<file path="src/rtl/bank_seq_pkg.sv">
// Shared types and default timing for the bank access sequencer.
//   bank_seq_state_t : sequencer FSM state encoding
//   BANK_*           : default widths and phase lengths
//   max3             : helper used to size the phase counter
package bank_seq_pkg;

   localparam int unsigned BANK_ADDR_W     = 10;
   localparam int unsigned BANK_DATA_W     = 32;
   localparam int unsigned BANK_PRE_CYCLES = 1;
   localparam int unsigned BANK_WL_CYCLES  = 2;
   localparam int unsigned BANK_SA_CYCLES  = 1;

   typedef enum logic [2:0] {
      ST_IDLE      = 3'd0,
      ST_PRECHARGE = 3'd1,
      ST_WORDLINE  = 3'd2,
      ST_SENSE     = 3'd3,
      ST_RESP      = 3'd4
   } bank_seq_state_t;

   function automatic int unsigned max3(input int unsigned a, input int unsigned b,
                                        input int unsigned c);
      int unsigned m;
      m = (a > b) ? a : b;
      return (m > c) ? m : c;
   endfunction

endpackage

</file>
<file path="src/rtl/bank_access_sequencer_if.sv">
// Request/response handshake bundle between a requester and the sequencer.
//   master : requester side (drives req_*, resp_ready)
//   slave  : sequencer side (drives req_ready, resp_*)
interface bank_access_sequencer_if #(
   parameter int unsigned ADDR_W = bank_seq_pkg::BANK_ADDR_W,
   parameter int unsigned DATA_W = bank_seq_pkg::BANK_DATA_W
);
   logic              req_valid;
   logic              req_ready;
   logic              req_we;
   logic [ADDR_W-1:0] req_addr;
   logic [DATA_W-1:0] req_wdata;
   logic              resp_valid;
   logic              resp_ready;
   logic              resp_we;
   logic [DATA_W-1:0] resp_data;

   modport master (
      output req_valid, req_we, req_addr, req_wdata, resp_ready,
      input  req_ready, resp_valid, resp_we, resp_data
   );

   modport slave (
      input  req_valid, req_we, req_addr, req_wdata, resp_ready,
      output req_ready, resp_valid, resp_we, resp_data
   );
endinterface

</file>
<file path="src/rtl/phase_timer.sv">
// Loadable down-counter with a registered zero flag.
//   clk, rst : clock, synchronous active-high reset
//   load     : load load_val this edge (overrides counting)
//   load_val : phase length minus one
//   zero     : high while the count is 0
module phase_timer #(
   parameter int unsigned WIDTH = 2
) (
   input  logic             clk,
   input  logic             rst,
   input  logic             load,
   input  logic [WIDTH-1:0] load_val,
   output logic             zero
);
   logic [WIDTH-1:0] count;

   // zero is precomputed so the FSM sees it straight from a flop
   always_ff @(posedge clk) begin
      if (rst) begin
         count <= '0;
         zero  <= 1'b1;
      end else if (load) begin
         count <= load_val;
         zero  <= (load_val == '0);
      end else if (!zero) begin
         count <= count - WIDTH'(1);
         zero  <= (count == WIDTH'(1));
      end
   end
endmodule

</file>
<file path="src/rtl/bank_access_sequencer.sv">
// Per-bank access sequencer: accepts one request, steps the decoder and
// column strobes through precharge / word-line / sense phases, returns one
// response per request.
//   clk, rst     : clock, synchronous active-high reset
//   bus          : request/response handshake (slave side)
//   sel          : registered row select to decoder
//   wl_enable    : word-line enable
//   precharge_en : bit-line precharge strobe
//   write_en     : write-driver enable (only with wl_enable)
//   wdata        : registered write data
//   sense_en     : sense-amp enable
//   sa_out       : sense-amp data, captured on the last sense cycle
module bank_access_sequencer
   import bank_seq_pkg::*;
#(
   parameter int unsigned ADDR_W     = BANK_ADDR_W,
   parameter int unsigned DATA_W     = BANK_DATA_W,
   parameter int unsigned PRE_CYCLES = BANK_PRE_CYCLES,
   parameter int unsigned WL_CYCLES  = BANK_WL_CYCLES,
   parameter int unsigned SA_CYCLES  = BANK_SA_CYCLES
) (
   input  logic                   clk,
   input  logic                   rst,
   bank_access_sequencer_if.slave bus,
   output logic [ADDR_W-1:0]      sel,
   output logic                   wl_enable,
   output logic                   precharge_en,
   output logic                   write_en,
   output logic [DATA_W-1:0]      wdata,
   output logic                   sense_en,
   input  logic [DATA_W-1:0]      sa_out
);
   localparam int unsigned MAX_LEN = max3(PRE_CYCLES, WL_CYCLES, SA_CYCLES);
   localparam int unsigned CNT_W   = $clog2(MAX_LEN + 1);

   bank_seq_state_t   state, next_state;
   logic              phase_zero, phase_load;
   logic [CNT_W-1:0]  phase_len;
   logic              accept, capture;

   logic              req_ready_q, resp_valid_q, resp_we_q;
   logic [DATA_W-1:0] resp_data_q;
   logic              pre_d, wl_d, wen_d, sense_d, resp_valid_d, req_ready_d;

   assign accept  = (state == ST_IDLE) && bus.req_valid;
   assign capture = (state == ST_SENSE) && phase_zero;

   phase_timer #(.WIDTH(CNT_W)) u_timer (
      .clk      (clk),
      .rst      (rst),
      .load     (phase_load),
      .load_val (phase_len),
      .zero     (phase_zero)
   );

   // State register plus registered outputs and datapath captures
   always_ff @(posedge clk) begin
      if (rst) begin
         state        <= ST_IDLE;
         req_ready_q  <= 1'b1;
         precharge_en <= 1'b0;
         wl_enable    <= 1'b0;
         write_en     <= 1'b0;
         sense_en     <= 1'b0;
         resp_valid_q <= 1'b0;
         resp_we_q    <= 1'b0;
         sel          <= '0;
         wdata        <= '0;
         resp_data_q  <= '0;
      end else begin
         state        <= next_state;
         req_ready_q  <= req_ready_d;
         precharge_en <= pre_d;
         wl_enable    <= wl_d;
         write_en     <= wen_d;
         sense_en     <= sense_d;
         resp_valid_q <= resp_valid_d;
         if (accept) begin
            sel         <= bus.req_addr;
            wdata       <= bus.req_wdata;
            resp_we_q   <= bus.req_we;
            resp_data_q <= '0;
         end
         if (capture) begin
            resp_data_q <= sa_out;
         end
      end
   end

   // Next-state logic; phases advance when the timer reads zero
   always_comb begin
      next_state = state;
      case (state)
         ST_IDLE:      if (bus.req_valid) next_state = ST_PRECHARGE;
         ST_PRECHARGE: if (phase_zero) next_state = ST_WORDLINE;
         ST_WORDLINE:  if (phase_zero) next_state = resp_we_q ? ST_RESP : ST_SENSE;
         ST_SENSE:     if (phase_zero) next_state = ST_RESP;
         ST_RESP:      if (bus.resp_ready) next_state = ST_IDLE;
         default:      next_state = ST_IDLE;
      endcase
   end

   // Output decode from next state so strobes come straight out of flops
   always_comb begin
      pre_d        = (next_state == ST_PRECHARGE);
      wl_d         = (next_state == ST_WORDLINE);
      wen_d        = (next_state == ST_WORDLINE) && resp_we_q;
      sense_d      = (next_state == ST_SENSE);
      resp_valid_d = (next_state == ST_RESP);
      req_ready_d  = (next_state == ST_IDLE);
      phase_load   = (next_state != state);
      phase_len    = '0;
      case (next_state)
         ST_PRECHARGE: phase_len = CNT_W'(PRE_CYCLES - 1);
         ST_WORDLINE:  phase_len = CNT_W'(WL_CYCLES - 1);
         ST_SENSE:     phase_len = CNT_W'(SA_CYCLES - 1);
         default:      phase_len = '0;
      endcase
   end

   assign bus.req_ready  = req_ready_q;
   assign bus.resp_valid = resp_valid_q;
   assign bus.resp_we    = resp_we_q;
   assign bus.resp_data  = resp_data_q;
endmodule
</file>
<file path="src/flat_wrapper.sv">
// flat-port wrapper written by rule: the top's interface ports become plain ports
module bank_access_sequencer_flat import bank_seq_pkg::*;
#(
   parameter int unsigned ADDR_W     = BANK_ADDR_W,
   parameter int unsigned DATA_W     = BANK_DATA_W,
   parameter int unsigned PRE_CYCLES = BANK_PRE_CYCLES,
   parameter int unsigned WL_CYCLES  = BANK_WL_CYCLES,
   parameter int unsigned SA_CYCLES  = BANK_SA_CYCLES
)
  (clk, rst, sel, wl_enable, precharge_en, write_en, wdata, sense_en, sa_out, bus_req_valid, bus_req_we, bus_req_addr, bus_req_wdata, bus_resp_ready, bus_req_ready, bus_resp_valid, bus_resp_we, bus_resp_data);
  bank_access_sequencer_if #(.ADDR_W(ADDR_W), .DATA_W(DATA_W)) bus_i ();
  input  logic clk;
  input  logic rst;
  output logic [ADDR_W-1:0] sel;
  output logic wl_enable;
  output logic precharge_en;
  output logic write_en;
  output logic [DATA_W-1:0] wdata;
  output logic sense_en;
  input  logic [DATA_W-1:0] sa_out;
  input wire logic [$bits(bus_i.req_valid)-1:0] bus_req_valid;
  input wire logic [$bits(bus_i.req_we)-1:0] bus_req_we;
  input wire logic [$bits(bus_i.req_addr)-1:0] bus_req_addr;
  input wire logic [$bits(bus_i.req_wdata)-1:0] bus_req_wdata;
  input wire logic [$bits(bus_i.resp_ready)-1:0] bus_resp_ready;
  output wire logic [$bits(bus_i.req_ready)-1:0] bus_req_ready;
  output wire logic [$bits(bus_i.resp_valid)-1:0] bus_resp_valid;
  output wire logic [$bits(bus_i.resp_we)-1:0] bus_resp_we;
  output wire logic [$bits(bus_i.resp_data)-1:0] bus_resp_data;
  assign bus_i.req_valid = bus_req_valid;
  assign bus_i.req_we = bus_req_we;
  assign bus_i.req_addr = bus_req_addr;
  assign bus_i.req_wdata = bus_req_wdata;
  assign bus_i.resp_ready = bus_resp_ready;
  assign bus_req_ready = bus_i.req_ready;
  assign bus_resp_valid = bus_i.resp_valid;
  assign bus_resp_we = bus_i.resp_we;
  assign bus_resp_data = bus_i.resp_data;
  bank_access_sequencer #(.ADDR_W(ADDR_W), .DATA_W(DATA_W), .PRE_CYCLES(PRE_CYCLES), .WL_CYCLES(WL_CYCLES), .SA_CYCLES(SA_CYCLES)) u_core (.clk(clk), .rst(rst), .bus(bus_i), .sel(sel), .wl_enable(wl_enable), .precharge_en(precharge_en), .write_en(write_en), .wdata(wdata), .sense_en(sense_en), .sa_out(sa_out));
endmodule
</file>
<file path="config.mk">
export PLATFORM = sky130hd
export DESIGN_NAME = bank_access_sequencer_flat
export DESIGN_NICKNAME = d
export VERILOG_FILES = /design/src/rtl/bank_seq_pkg.sv /design/src/rtl/bank_access_sequencer_if.sv /design/src/rtl/phase_timer.sv /design/src/rtl/bank_access_sequencer.sv /design/src/flat_wrapper.sv
export SDC_FILE = /design/constraint.sdc
export NUM_CORES = 1
export LEC_CHECK = 0
export ABC_AREA = 0
export CORE_MARGIN = 2
export CORE_UTILIZATION = 36
export CTS_CLUSTER_DIAMETER = 60
export CTS_CLUSTER_SIZE = 40
export DETAILED_ROUTE_END_ITERATION = 10
export GPL_ROUTABILITY_DRIVEN = 0
export PLACE_DENSITY = 0.77
export SLEW_MARGIN = 0
export SYNTH_ARGS = -nofsm -noshare
export SYNTH_HDL_FRONTEND = slang
export SYNTH_SLANG_ARGS = --single-unit
</file>
<file path="constraint.sdc">
create_clock -name clk -period 1.8 [get_ports clk]
set_clock_uncertainty 0.15 [all_clocks]
set_input_delay 0.27 -clock clk [delete_from_list [all_inputs] [get_ports clk]]
set_output_delay 0.27 -clock clk [all_outputs]
set_load 0.01 [all_outputs]
</file>
**After elaboration in Yosys (flattened, before gate mapping)**

Index checks and enable logic that the tools add are counted.

- Eq/ne operators: 11
- $add $sub $neg: 1
- Multiplexer cells: 14
- Reductions and logical operators: 7

Operator list:

| operator | number |
|---|---|
| 32-bit two-way mux | 2 |
| 3-bit two-way mux | 6 |
| 3-bit case mux with 5 select lines | 1 |
| 3-bit by 2-bit equality test with 1-bit output (second input constant) | 4 |
| 3-bit by 1-bit equality test with 1-bit output (second input constant) | 2 |
| 3-bit equality test (second input constant) | 2 |
| 3-bit zero test | 2 |
| 2-bit two-way mux | 2 |
| 1-bit logical AND | 3 |
| 1-bit two-way mux | 3 |
| 3-bit inequality test | 1 |
| 2-bit by 1-bit equality test with 1-bit output (second input constant) | 1 |
| 2-bit zero test | 1 |
| 2-bit by 1-bit inequality test with 1-bit output (second input constant) | 1 |
| 2-bit nonzero test | 1 |
| 2-bit by 1-bit subtractor with 2-bit output (second input constant) | 1 |

- Register bits after elaboration: 87
- Output and inout bits: 81

**Logic depth before layout (Yosys ltp)**

Gate-level depths: netlist of the first run.

- Depth after elaboration: 7
- Depth in mapped cells: 7

**Cells and area by module**

Synthesis of the first run repeated with hierarchy kept, for this count alone.

- Cells, all modules: 324
- Area, all modules: 3,035.4 sq um

By module, submodules not included:

| module | cells an instance | sequential area each (sq um) | times used | area an instance (sq um) |
|---|---|---|---|---|
| bank_access_sequencer | 309 | 1,681.6 | 1 | 2,886.5 |
| phase_timer | 15 | 60.1 | 1 | 148.9 |

**Worst setup path after synthesis of the first run**

OpenSTA, ideal clock, no wires.

- Path kind: register -> register
- Start point: register u_core.state[1]
- End point: register u_core.resp_we_q (netlist: u_core.bus.resp_we)
- Cell stages (with the launch flop): 8
- Clock period less this slack: 1,698 ps
- Path buffers: 4
- Required time: 1,518 ps
- Arrival time: 1,416 ps
- Slack: 102 ps
- Cell sequence: dfxtp_1 > buf_6 > or4b_1 > clkbuf_2 > buf_6 > buf_6 > nand2_1 > a21oi_1

- Word-level cells in the longest chain between the ends: 2

RTL lines:

| item | line | text |
|---|---|---|
| start, declared | bank_access_sequencer.sv:36 | `bank_seq_state_t state, next_state;` |
| start signal, assigned | bank_access_sequencer.sv:71 | `state <= next_state;` |
| 3-bit zero test | bank_access_sequencer.sv:45 | `assign accept = (state == ST_IDLE) && bus.req_valid;` |
| 1-bit logical AND | bank_access_sequencer.sv:45 |  |
| end signal, assigned | bank_access_sequencer.sv:81 | `resp_we_q <= bus.req_we;` |
| end, declared | bank_access_sequencer.sv:41 | `logic req_ready_q, resp_valid_q, resp_we_q;` |

Every way passes these cells.
A chain may end at the register's enable or synchronous reset.

**Final worst setup path of the first run**

- Start point: register u_core.u_timer.zero
- End point: register u_core.u_timer.count[0]

- Word-level cells in the longest chain between the ends: 5

RTL lines:

| item | line | text |
|---|---|---|
| start, declared | phase_timer.sv:13 | `output logic zero` |
| start signal, assigned | phase_timer.sv:24 | `zero <= (load_val == '0);` |
| start signal, assigned | phase_timer.sv:27 | `zero <= (count == WIDTH'(1));` |
| 3-bit two-way mux (on tied branches) | bank_access_sequencer.sv:97, bank_access_sequencer.sv:95, bank_access_sequencer.sv:96 |  |
| 3-bit case mux with 5 select lines | bank_access_sequencer.sv:93 | `case (state)` |
| 3-bit by 2-bit equality test with 1-bit output | bank_access_sequencer.sv:113 | `case (next_state)` |
| 1-bit two-way mux | bank_access_sequencer.sv:113 |  |
| 2-bit two-way mux | phase_timer.sv:22 | `end else if (load) begin` |
| end signal, assigned | phase_timer.sv:23 | `count <= load_val;` |
| end signal, assigned | phase_timer.sv:26 | `count <= count - WIDTH'(1);` |
| end, declared | phase_timer.sv:15 | `logic [WIDTH-1:0] count;` |

Several ways; a longest one is shown, not always the timed one.

==> reports/results.tsv, run 1 <==
metric	value	unit
synth_fp_nets	464	
end_kind	register	
dp.cells	634	
period_needed	1.71	ns
antenna_found_initial	0	
seq_area_frac_synth	0.545	
drive_above_1_share	0.0610	
grt_pass1_wl	14400	um
dpl-instance-area	4890	sq um
syn_inst	384	
drcViolationCount	0	
hold_path_class	in -> reg	
root_buffer	clkbuf_8	
drt-total-wl	8750	um
fp.dieH	98.2	um
multi_input_area	1260	sq um
crit_type	reg -> reg	
grt_overflow	0	
area.sequential	1740	sq um
arrival	1.84	ns
cts_buffer_depth	2	
syn_area_per_cell	8.32	sq um
dpl.hpwl	6240	um
p_per_area	1060	nW/um^2
holdWs	0.187	ns
yosys.area.top_type	dfxtp_1	
maxSlewHeadroom	0.742	
core-area	8680	sq um
synth_commonest_cells	119 x nand2_1, 87 x dfxtp_1, 78 x a21oi_1	
critPathLaunchType	register	
final_area	5070	sq um
worstPathRequired	1.93	ns
netlist_top_cells_area	dfxtp_1 55%, nand2_1 14%, a21oi_1 12%, nand3_1 5.2%, buf_6 2.1%	
insertion_delay	0.34	ns
grt_usage	0.181	
nNetsFinal	617	
leakage	1.83	nW
fin_crit_sh	0.948	
die_width	98.2	um
area_growth	58.9	%
avgViaCountPerCell	4.83	
final_cells	649	
syn-cell-area	3190	sq um
wl_per_cell	13.5	um
vias	3134	
io_buffers	159	
status	completed	
setup_violations	0	
clk_pin_slew	0.08	ns
fmax	586	MHz
cts_max_level	3	
slew_viol_final	0	
cap_viol_max_count	0	
rsz0062_at_grt	no	
diodes	0	
fin_util	0.585	
ys_seq_elements	87	
drt_iter0_drc	125	
synth_top_area_frac	0.545	
grt_max_degree	44	
yosysUniqueCellTypes	31	
filler_cell_count	783	
ant_nets	0	
start_util	0.368	
grt_pass1_vias	3198	
ys.flop_type	dfxtp_1	
hold_buffers	0	
synth_edf_count	0	
synth_warnings	0	
num_rows	34	
dieArea	9640	sq um
vdd_drop_max	0.430	mV
first_pass_iters	4	
synthArstFlopShare	0	
crit_path_max_fanout	10	
synth_most_common_cell	nand2_1	
worst_slew_pin_slew	0.387	ns
numCtsBuffers	9	
cts_tree	yes	
clock_sinks	87	
ioPinCount	160	
finalHoldViolations	0	
state kept, by name, summed over array words and instances (netlist names), 2 cells and up:
register	cells
u_core.u_timer.count	2
u_core.wdata	32
u_core.state	3
u_core.sel	10
u_core.bus.resp_data	32
cell families after synthesis:
logic type | synth area share
AO/OA/AOI/OAI | 0.147
XOR/XNOR | 0.00274
adder cells (fa/ha/maj) | 0.00392
buffers and inverters | 0.0607
flip-flops | 0.545
multiplexers | 0.00313
AND/OR/NAND/NOR | 0.237
where the power goes:
part           switching (W)  total (W)  leakage [nW]  internal (W)
Combinational       0.000888    0.00181          1.03      0.000923
Clock               0.000634    0.00127        0.0892      0.000631
Sequential          0.000142    0.00232         0.709       0.00218
Total                0.00166    0.00540          1.83       0.00373
per-layer routing:
metal	vias to the layer above	track usage	routed length, um
met5	-	0	0
met4	0	0.0527	102
met3	9	0.0666	667
met2	112	0.319	4320
met1	1437	0.205	3660
li1	1576	-	-
repair_timing:
| action | in CTS | in global routing |
|---|---|---|
| setup endpoints to repair | 1 | 29 |
| cloned | 0 | 0 |
| buffers inserted | 0 | 0 |
| resized for setup | 1 | 2 |
worst paths after layout:
kind	startpoint	end	slack, ns	depth (start not counted)
setup / recovery	u_core.u_timer.zero	u_core.u_timer.count[0]	0.09	4
hold / removal	rst	u_core.state[2]	0.19	2
setup reg to reg	u_core.u_timer.zero	u_core.u_timer.count[0]	0.09	4
hold reg to reg	u_core.sel[4]	u_core.sel[4]	0.31	2
cell type report:
type | count | area share
clock inverter | 4 | 0.00937
inverter | 2 | 0.00148
tap | 108 | 0.0266
clock buffer | 11 | 0.0259
sequential | 87 | 0.343
timing repair buffer | 175 | 0.345
multi-input combinational | 262 | 0.249
critical path, cell delays in order, from the launching register on:
cell       delay [ns]
dfxtp_1          0.54
a21oi_1          0.19
a2111oi_4        0.38
and2_1           0.23
o22a_1           0.16
through the flow:
| stage | TNS (ns) | setup slack [ns] | power, W |
|---|---|---|---|
| after floorplan | 0 | 0.102 | 0.00334 |
| after global placement | -23.51 | -0.347 | 0.00412 |
| after detailed placement | -25.01 | -0.381 | 0.00417 |
| after CTS | 0 | 0.0146 | 0.00546 |
| after global routing | 0 | 0.0119 | 0.00572 |
| final | 0 | 0.0943 | 0.00540 |
layout by cell type, fill, tap and decap left out, types with 2 or more instances in the layout:
cell / Yosys / routed
nor3_1: 2 / 2
nand2_1: 119 / 119
o22ai_1: 3 / 3
nor2_1: 6 / 6
dfxtp_1: 87 / 87
clkinv_2: 0 / 2
nand3_1: 33 / 33
o21a_1: 2 / 2
inv_1: 2 / 2
buf_12: 0 / 3
a21oi_1: 78 / 78
buf_4: 1 / 12
clkbuf_1: 12 / 2
and3b_1: 2 / 2
and2_1: 3 / 3
clkbuf_8: 0 / 9
clkdlybuf4s50_1: 0 / 157
(Power assumes the default switching activity.)
==> run 2: changes to the inputs <==
CAP_MARGIN = 20   (was default)
GPL_TIMING_DRIVEN = 0   (was default)
==> reports/results.tsv, run 2 (same netlist as run 1, synthesis figures left out) <==
metric	value	unit	change
layout_common_cells	158 x clkdlybuf4s50_1, 119 x nand2_1, 84 x dfxtp_1, 78 x a21oi_1, 33 x nand3_1		
path_delay_family	buffers and inverters		
grt.busiest_layer	met2		
cap_viol_max_count	0		unchanged
seqPwrFrac	0.400		-0.030
fmax	587	MHz	+0.15%
r2r_end	u_core.u_timer.zero		
ioPinCount	160		unchanged
swShare	0.307		-0.000940
r2r_cells	5		+1
first_pass_iters	4		unchanged
critPathLaunchType	input port		
comb_power_share	0.338		+0.003
filler_cell_count	791		+1.0%
maxSlewHeadroom	0.551		-0.191
grt_pass1_vias	3114		-2.6%
nNetsFinal	637		+3.2%
grt_use_met3	0.0659		-0.000716
finalHoldViolations	0		unchanged
io_buffers	158		-0.63%
grt_use_met2	0.315		-0.00369
root_buffer	clkbuf_8		
vdd_drop_max	0.446	mV	+3.5%
grt_max_degree	17		-61%
grt_pass1_wl	14100	um	-1.5%
grt_overflow	0		unchanged
cts_buffer_depth	2		unchanged
critPathSlowestCell	or4b_4		
cts_max_level	3		unchanged
drt-total-wl	9090	um	+4.0%
clkPwrFrac	0.261		+0.027
antenna_found_initial	0		unchanged
r2r_start	u_core.state[1]		
dp.cells	650		+2.5%
fin_crit_sh	0.946		-0.00139
start_util	0.368		unchanged
ant_nets	0		unchanged
crit_path_max_fanout	10		unchanged
setup_violations	0		unchanged
dieArea	9640	sq um	unchanged
end_kind	register		
hold_buffers	0		unchanged
rsz0062_at_grt	no		
final_cells	670		+3.2%
period_needed	1.70	ns	-0.00250 ns
min_to	u_core.sel[3]		
wl_per_cell	13.6	um	+0.71%
clock_sinks	87		unchanged
power	0.00580	W	+7.4%
diodes	0		unchanged
crit_type	in -> reg		
mostFrequentLayoutCell	clkdlybuf4s50_1		
status	completed		
drt_iter0_drc	91		-27%
critPathLaunch	bus_req_valid		
reg2reg_slack	0.11	ns	+0.02 ns
fin_util	0.604		+0.0193
slew_viol_final	0		unchanged
leakage	1.91	nW	+4.2%
insertion_delay	0.35	ns	about the same
hold_path.startpoint	u_core.sel[3]		
fp.dieH	98.2	um	unchanged
p_per_area	1110	nW/um^2	+3.9%
vias	3217		+2.6%
arrival	1.77	ns	-0.07 ns
cts_tree	yes		
cpPeakStageDelay	0.55	ns	about the same
core-area	8680	sq um	unchanged
grt_usage	0.180		-0.000611
grt_util_met1	0.204		-0.000547
clk_pin_slew	0.09	ns	about the same
drcViolationCount	0		unchanged
area_growth	64.2	%	
crit_chain	clkdlybuf4s50_1 > or4b_4 > buf_12 > buf_8 > nand2_1 > a21oi_1		
tns	0	ns	unchanged
numCtsBuffers	9		unchanged
dpl.hpwl	6630	um	+6.2%
hold_path_class	reg -> reg		
p_int	0.00402	W	+7.5%
worstPathRequired	1.86	ns	-0.07 ns
p_sw	0.00178	W	+7.0%
avgViaCountPerCell	4.80		-0.57%
num_rows	34		unchanged
holdWs	0.309	ns	+0.121 ns
die_width	98.2	um	unchanged
critPathBufInv	3		+3
worst_slew_pin_slew	0.674	ns	+0.287 ns
hold_depth	2		unchanged
drive_above_1_share	0.0925		+0.0315
run 2: cell types whose count changed in the layout (fill, tap and decap cells not counted), moves of 3 or more:
cell	previous run	this run
buf_2	1	8
clkbuf_1	2	9
clkbuf_2	0	3
dfxtp_1	87	84
inv_6	0	3
run 2: what timing repair did:
action,in CTS,in global routing
setup endpoints to repair,78,51
endpoints found under the hold margin,0,0
gates cloned,1,0
pin swaps,2,1
buffers inserted,2,4
resized for setup,17,6
run 2: worst max path at each step:
| stage | endpoint | slack (ns) | cells past startpoint |
|---|---|---|---|
| 4_1_cts | u_core.u_timer.zero | 0.007 | 5 |
| 6_report | u_core.wdata[30] | 0.1 | 6 |
| 2_1_floorplan | u_core.bus.resp_we | 0.10 | 7 |
| 3_3_place_gp | u_core.wdata[6] | -0.32 | 7 |
| 5_1_grt | u_core.bus.resp_data[26] | 0.004 | 7 |
| 3_5_place_dp | u_core.wdata[3] | -0.37 | 7 |
run 2: power by group through the flow:
stage	registers, W	logic [W]	clock network, W
finish	0.00232	0.00196	0.00151
floorplan	0.00244	0.000902	0
global route	0.00235	0.00212	0.00166
CTS	0.00233	0.00193	0.00157
detailed placement	0.00235	0.00184	0
global placement	0.00234	0.00180	0
run 2: metal layers:
metal,wire [um],share of wire
met1,3890,0.43
met2,4360,0.48
met3,739,0.081
met4,100,0.011
met5,0,0
run 2: metrics by stage:
stage                     worst slack [ns]  area (sq um)
after floorplan                      0.102          3190
after CTS                          0.00696          5210
final                               0.0968          5240
after detailed placement            -0.372          4910
after global placement              -0.319          4910
after global routing               0.00377          5240
run 2: worst min-delay path, stage by stage, from the launching register on:
cell and delay [ns]:
dfxtp_1 0.32, nand2_1 0.05, a21oi_1 0.05
run 2: final cells by class:
cell class / count / area, sq um / area share
plain buffers: 30 / 195 / 0.0372
clock buffers: 9 / 124 / 0.0236
clock inverters: 7 / 103 / 0.0196
inverters: 2 / 7.51 / 0.00143
multi-input cells: 262 / 1270 / 0.242
flip-flops and latches: 87 / 1750 / 0.334
well taps: 108 / 135 / 0.0258
repair buffers: 165 / 1660 / 0.316
==> run 3: changes to the inputs <==
ABC_CLOCK_PERIOD_IN_PS = 1800   (was default)
==> results of run 3 <==
No change in the layout: final DEF, timing and power equal those of run 2.
